### config.mk
export PLATFORM = sky130hd
export DESIGN_NAME = sign_apply_serial_flat
export DESIGN_NICKNAME = d
export VERILOG_FILES = /design/src/rtl/sign_apply_serial_if.sv /design/src/rtl/sign_apply_serial.sv /design/src/flat_wrapper.sv
export SDC_FILE = /design/constraint.sdc
export NUM_CORES = 1
export LEC_CHECK = 0
export ABC_AREA = 1
export CORE_MARGIN = 2
export CORE_UTILIZATION = 45
export DETAILED_ROUTE_END_ITERATION = 6
export GPL_TIMING_DRIVEN = 0
export PLACE_DENSITY = 0.77
export SYNTH_ARGS = -nofsm -noshare
export SYNTH_HDL_FRONTEND = slang
export SYNTH_SLANG_ARGS = --single-unit
### constraint.sdc
create_clock -name CLK -period 4.3 [get_ports CLK]
set_clock_uncertainty 0.15 [all_clocks]
set_input_delay 0.86 -clock CLK [delete_from_list [all_inputs] [get_ports CLK]]
set_output_delay 0.86 -clock CLK [all_outputs]
set_load 0.02 [all_outputs]
### src/rtl/sign_apply_serial_if.sv
// sign_apply_serial_if: handshake bundle for the digit-serial sign-apply unit.
//   Upstream side : InValid, InReady, Mag, Neg
//   Downstream    : OutValid, OutReady, Z, Ovf
// master = the environment driving operands and consuming results,
// slave  = the sign_apply_serial block itself.
interface sign_apply_serial_if #(parameter int width = 8);
  logic             InValid;
  logic             InReady;
  logic [width-1:0] Mag;
  logic             Neg;
  logic             OutValid;
  logic             OutReady;
  logic [width-1:0] Z;
  logic             Ovf;

  modport master (output InValid, Mag, Neg, OutReady,
                  input  InReady, OutValid, Z, Ovf);
  modport slave  (input  InValid, Mag, Neg, OutReady,
                  output InReady, OutValid, Z, Ovf);
endinterface

### src/rtl/sign_apply_serial.sv
// sign_apply_serial: digit-serial sign-magnitude -> two's complement.
//   Z = Neg ? -Mag : Mag (mod 2^width), DW bits per cycle, LSB first.
//   -Mag is formed as ~Mag + 1: each digit is conditionally inverted and the
//   carry register, seeded with Neg, supplies the +1 and ripples between digits.
// Ports:
//   CLK  - clock, rising edge
//   RST  - synchronous reset, active high
//   io   - sign_apply_serial_if.slave (InValid/InReady/Mag/Neg in,
//          OutValid/OutReady/Z/Ovf out)
// Parameters: width >= 2, DW must divide width (DW = width -> one cycle).
module sign_apply_serial #(
  parameter int width = 8,
  parameter int DW    = 2
) (
  input  logic               CLK,
  input  logic               RST,
  sign_apply_serial_if.slave io
);
  localparam int ND = width / DW;
  localparam int CW = (ND > 1) ? $clog2(ND) : 1;

  typedef enum logic [1:0] {IDLE, BUSY, DONE} state_t;

  state_t                    state, nstate;
  logic [ND-1:0][DW-1:0]     mag_q;
  logic [ND-1:0][DW-1:0]     z_q;
  logic                      neg_q;
  logic                      carry_q;
  logic [CW-1:0]             cnt_q;
  logic                      ovf_q;
  logic                      ov_q;

  logic                      accept;
  logic                      last;
  logic [DW:0]               sum;

  // Only one operation in flight: ready in IDLE, or in DONE when the result
  // leaves on this same edge.
  assign io.InReady = !RST && ((state == IDLE) || (state == DONE && io.OutReady));
  assign accept     = io.InValid && io.InReady;
  assign last       = (cnt_q == CW'(ND - 1));

  // One DW-bit slice of the conditional-complement adder.
  assign sum = {1'b0, mag_q[cnt_q] ^ {DW{neg_q}}} + {{DW{1'b0}}, carry_q};

  always_comb begin
    nstate = state;
    case (state)
      IDLE: if (accept) nstate = BUSY;
      BUSY: if (last)   nstate = DONE;
      DONE: if (io.OutReady) nstate = accept ? BUSY : IDLE;
      default: nstate = IDLE;
    endcase
  end

  always_ff @(posedge CLK) begin
    if (RST) begin
      state   <= IDLE;
      mag_q   <= '0;
      z_q     <= '0;
      neg_q   <= 1'b0;
      carry_q <= 1'b0;
      cnt_q   <= '0;
      ovf_q   <= 1'b0;
      ov_q    <= 1'b0;
    end else begin
      state <= nstate;
      ov_q  <= (nstate == DONE);
      if (accept) begin
        mag_q   <= io.Mag;
        neg_q   <= io.Neg;
        carry_q <= io.Neg;
        cnt_q   <= '0;
        // -Mag fits only up to 2^(width-1); +Mag only below it.
        ovf_q   <= io.Neg ? (io.Mag[width-1] & (|io.Mag[width-2:0]))
                          : io.Mag[width-1];
      end else if (state == BUSY) begin
        z_q[cnt_q] <= sum[DW-1:0];
        carry_q    <= sum[DW];   // final carry-out simply dies here
        cnt_q      <= cnt_q + 1'b1;
      end
    end
  end

  assign io.Z        = z_q;
  assign io.Ovf      = ovf_q;
  assign io.OutValid = ov_q;

endmodule
### src/flat_wrapper.sv
// flat-port wrapper written by rule: the top's interface ports become plain ports
module sign_apply_serial_flat 
#(
  parameter int width = 8,
  parameter int DW    = 2
)
  (CLK, RST, io_InValid, io_Mag, io_Neg, io_OutReady, io_InReady, io_OutValid, io_Z, io_Ovf);
  sign_apply_serial_if #(.width(width)) io_i ();
  input  logic CLK;
  input  logic RST;
  input wire logic [$bits(io_i.InValid)-1:0] io_InValid;
  input wire logic [$bits(io_i.Mag)-1:0] io_Mag;
  input wire logic [$bits(io_i.Neg)-1:0] io_Neg;
  input wire logic [$bits(io_i.OutReady)-1:0] io_OutReady;
  output wire logic [$bits(io_i.InReady)-1:0] io_InReady;
  output wire logic [$bits(io_i.OutValid)-1:0] io_OutValid;
  output wire logic [$bits(io_i.Z)-1:0] io_Z;
  output wire logic [$bits(io_i.Ovf)-1:0] io_Ovf;
  assign io_i.InValid = io_InValid;
  assign io_i.Mag = io_Mag;
  assign io_i.Neg = io_Neg;
  assign io_i.OutReady = io_OutReady;
  assign io_InReady = io_i.InReady;
  assign io_OutValid = io_i.OutValid;
  assign io_Z = io_i.Z;
  assign io_Ovf = io_i.Ovf;
  sign_apply_serial #(.width(width), .DW(DW)) u_core (.CLK(CLK), .RST(RST), .io(io_i));
endmodule
==> impl_metrics.tcl <==
set metrics [dict create \
    wl_per_cell_um 11.7 \
    yosysTopAreaCellShare 0.413 \
    crit_arrival_ns 2.39 \
    cts.sinks 24 \
    powerDensity_mw_per_mm2 288 \
    die_height_um 54.9 \
    via_count 1176 \
    cts.htree.levels 1 \
    coreArea_sq_mm 0.00245 \
    cts_resized 0 \
    setup_viol 0 \
    root_buffer "clkbuf_4" \
    clock_latency_ns 0.31 \
    p_leak_nw 0.699 \
    synth_top_cell_by_area "dfxtp_1" \
    crit_required_ns 3.29 \
    port_buffers 23 \
    fin_crit_sh 0.791 \
    hold_viol 0 \
    dp_hpwl_um 2120 \
    place_congestion 0.842 \
    slew_headroom 0.806 \
    start_util 0.474 \
    cap_violations 0 \
    numCtsBuffers 3 \
    path_max_fanout 5 \
    nets 222 \
    syn-cell-area_sq_mm 0.00116 \
    synth_area_leaders "dfxtp_1, nand2_1, nor2_1" \
    fill_cells 235 \
    dieArea_sq_mm 0.00301 \
    grt-ovfl-total 0 \
    clk_path_buf_depth 2 \
    drc 0 \
    max_freq_mhz 294 \
    critPathKind "in -> out" \
    drt_first_iter_violations 27 \
    finalWirelength_um 2700 \
    clk_pin_slew_ns 0.13 \
    end_kind "output port" \
    hp-class "reg -> reg" \
    start_kind "input pin" \
    drive_above_1_share 0.0448 \
    fp.dieW_um 54.9 \
    diodes 0 \
    ios 24 \
    grt_antenna_before_repair 0 \
    tightestPinTransition_ns 0.290 \
    r2r_slack_ns 2.27 \
    ff2ff_path_depth 9 \
    via_per_inst 5.09 \
    syn_inst 175 \
    yosys.cell_types.count 15 \
    yosys_warnings 0 \
    rsz0062_at_grt "false" \
    cts_tree "yes" \
    mappedNetlistNets 194 \
    synth_area_per_cell_sq_um 6.65 \
    grt_pass1_vias 1202 \
    vdd_drop_max_uv 179 \
    yosysSeqAreaShare 0.413 \
    grt_pass1_wl_um 4690 \
    p_total_mw 0.419 \
    grt_max_degree 13 \
    final-max-slew-violation-count 0 \
    min_path_cells 2 \
    status "completed" \
    grt_usage 0.219 \
    fin_setup_tns_ns 0 \
    fin_crit_ns 3.40 \
    postRouteAntennaNets 0 \
    ys_ff_latch 24 \
    postCtsSetupBuffers 0 \
    first_pass_iters 5 \
    syn_to_final_growth_pct 24.9 \
    cts-hold-fix-buffers 0 \
    rows 18 \
]
[state kept, by name (all words and copies together), names as in the netlist]
signal,count
u_core.io.Z,8
u_core.mag_q,8
u_core.cnt_q,2
u_core.state,2
u_core.carry_q,1
u_core.io.OutValid,1
u_core.io.Ovf,1
u_core.neg_q,1
[Yosys cell counts]
cell type,instances
o22ai_1,2
nand3_1,11
inv_1,26
nand3_2,1
nor2_2,1
buf_6,2
dfxtp_1,24
buf_2,1
clkbuf_2,1
nand2_1,47
ha_1,6
a21oi_1,4
and2_0,1
o21ai_0,9
nor2_1,39
[stage by stage]
step / cell area, sq um / setup slack, ns / util / hold slack [ns] / cells
after floorplan: 1160 / 1.91 / - / 0.303 / 175
after CTS: 1450 / 0.909 / 0.592 / 0.331 / 231
after detailed placement: 1430 / 0.908 / 0.583 / 0.311 / 228
after global routing: 1450 / 0.771 / 0.592 / 0.380 / 231
final: 1450 / 0.899 / 0.592 / 0.331 / 231
after global placement: 1430 / 0.955 / 0.583 / 0.311 / 228
[cell families after synthesis]
| logic type | synth area share |
|---|---|
| AOI/OAI and AO/OA | 0.0667 |
| and+or+nand+nor | 0.344 |
| DFF | 0.413 |
| adders and majority gates | 0.0645 |
| buffers and inverters | 0.112 |
[cells in the final DEF, fill, tap and decap left out]
cell             synthesis  layout
a21oi_1                  4       4
nand2_1                 47      47
clkbuf_2                 1       1
nor2_1                  39      39
and2_0                   1       1
buf_2                    1       1
o22ai_1                  2       2
dfxtp_1                 24      24
nand3_1                 11      11
inv_1                   26      26
buf_6                    2       2
nor2_2                   1       1
clkbuf_4                 0       3
nand3_2                  1       1
clkdlybuf4s50_1          0      23
o21ai_0                  9       9
ha_1                     6       6
[per-layer routing]
metal | global-route usage | vias to the layer above | part of all wire
li1 | - | 581 | -
met1 | 0.239 | 553 | 0.42
met2 | 0.403 | 35 | 0.51
met3 | 0.0164 | 7 | 0.040
met4 | 0.138 | 0 | 0.028
met5 | 0 | - | 0
[worst paths after layout]
| kind | start | endpoint |
|---|---|---|
| setup / recovery | RST | io_InReady |
| hold / removal | u_core.io.Ovf | u_core.io.Ovf |
| setup reg to reg | u_core.cnt_q[0] | u_core.io.Z[5] |
| hold reg to reg | u_core.io.Ovf | u_core.io.Ovf |
[final cells by class]
type / count / area [sq um] / share of cell area
multi-input cells: 121 / 553 / 0.380
flip-flops and latches: 24 / 480 / 0.330
repair buffers: 23 / 230 / 0.158
inverters: 26 / 97.6 / 0.0671
well taps: 30 / 37.5 / 0.0258
plain buffers: 4 / 32.5 / 0.0224
clock buffers: 3 / 22.5 / 0.0155
[report_power, final]
part | total (mW) | internal (mW) | switching [mW] | leakage [nW]
Sequential | 0.241 | 0.234 | 0.00750 | 0.196
Combinational | 0.0814 | 0.0356 | 0.0458 | 0.489
Clock | 0.0969 | 0.0328 | 0.0641 | 0.0138
Total | 0.419 | 0.302 | 0.117 | 0.699
[critical path, cell delays in order]
cell and delay [ns]:
clkdlybuf4s50_1 0.50, inv_1 0.13, nand2_1 0.09, a21oi_1 0.17
clkdlybuf4s50_1 0.63
(Power assumes the default switching activity.)
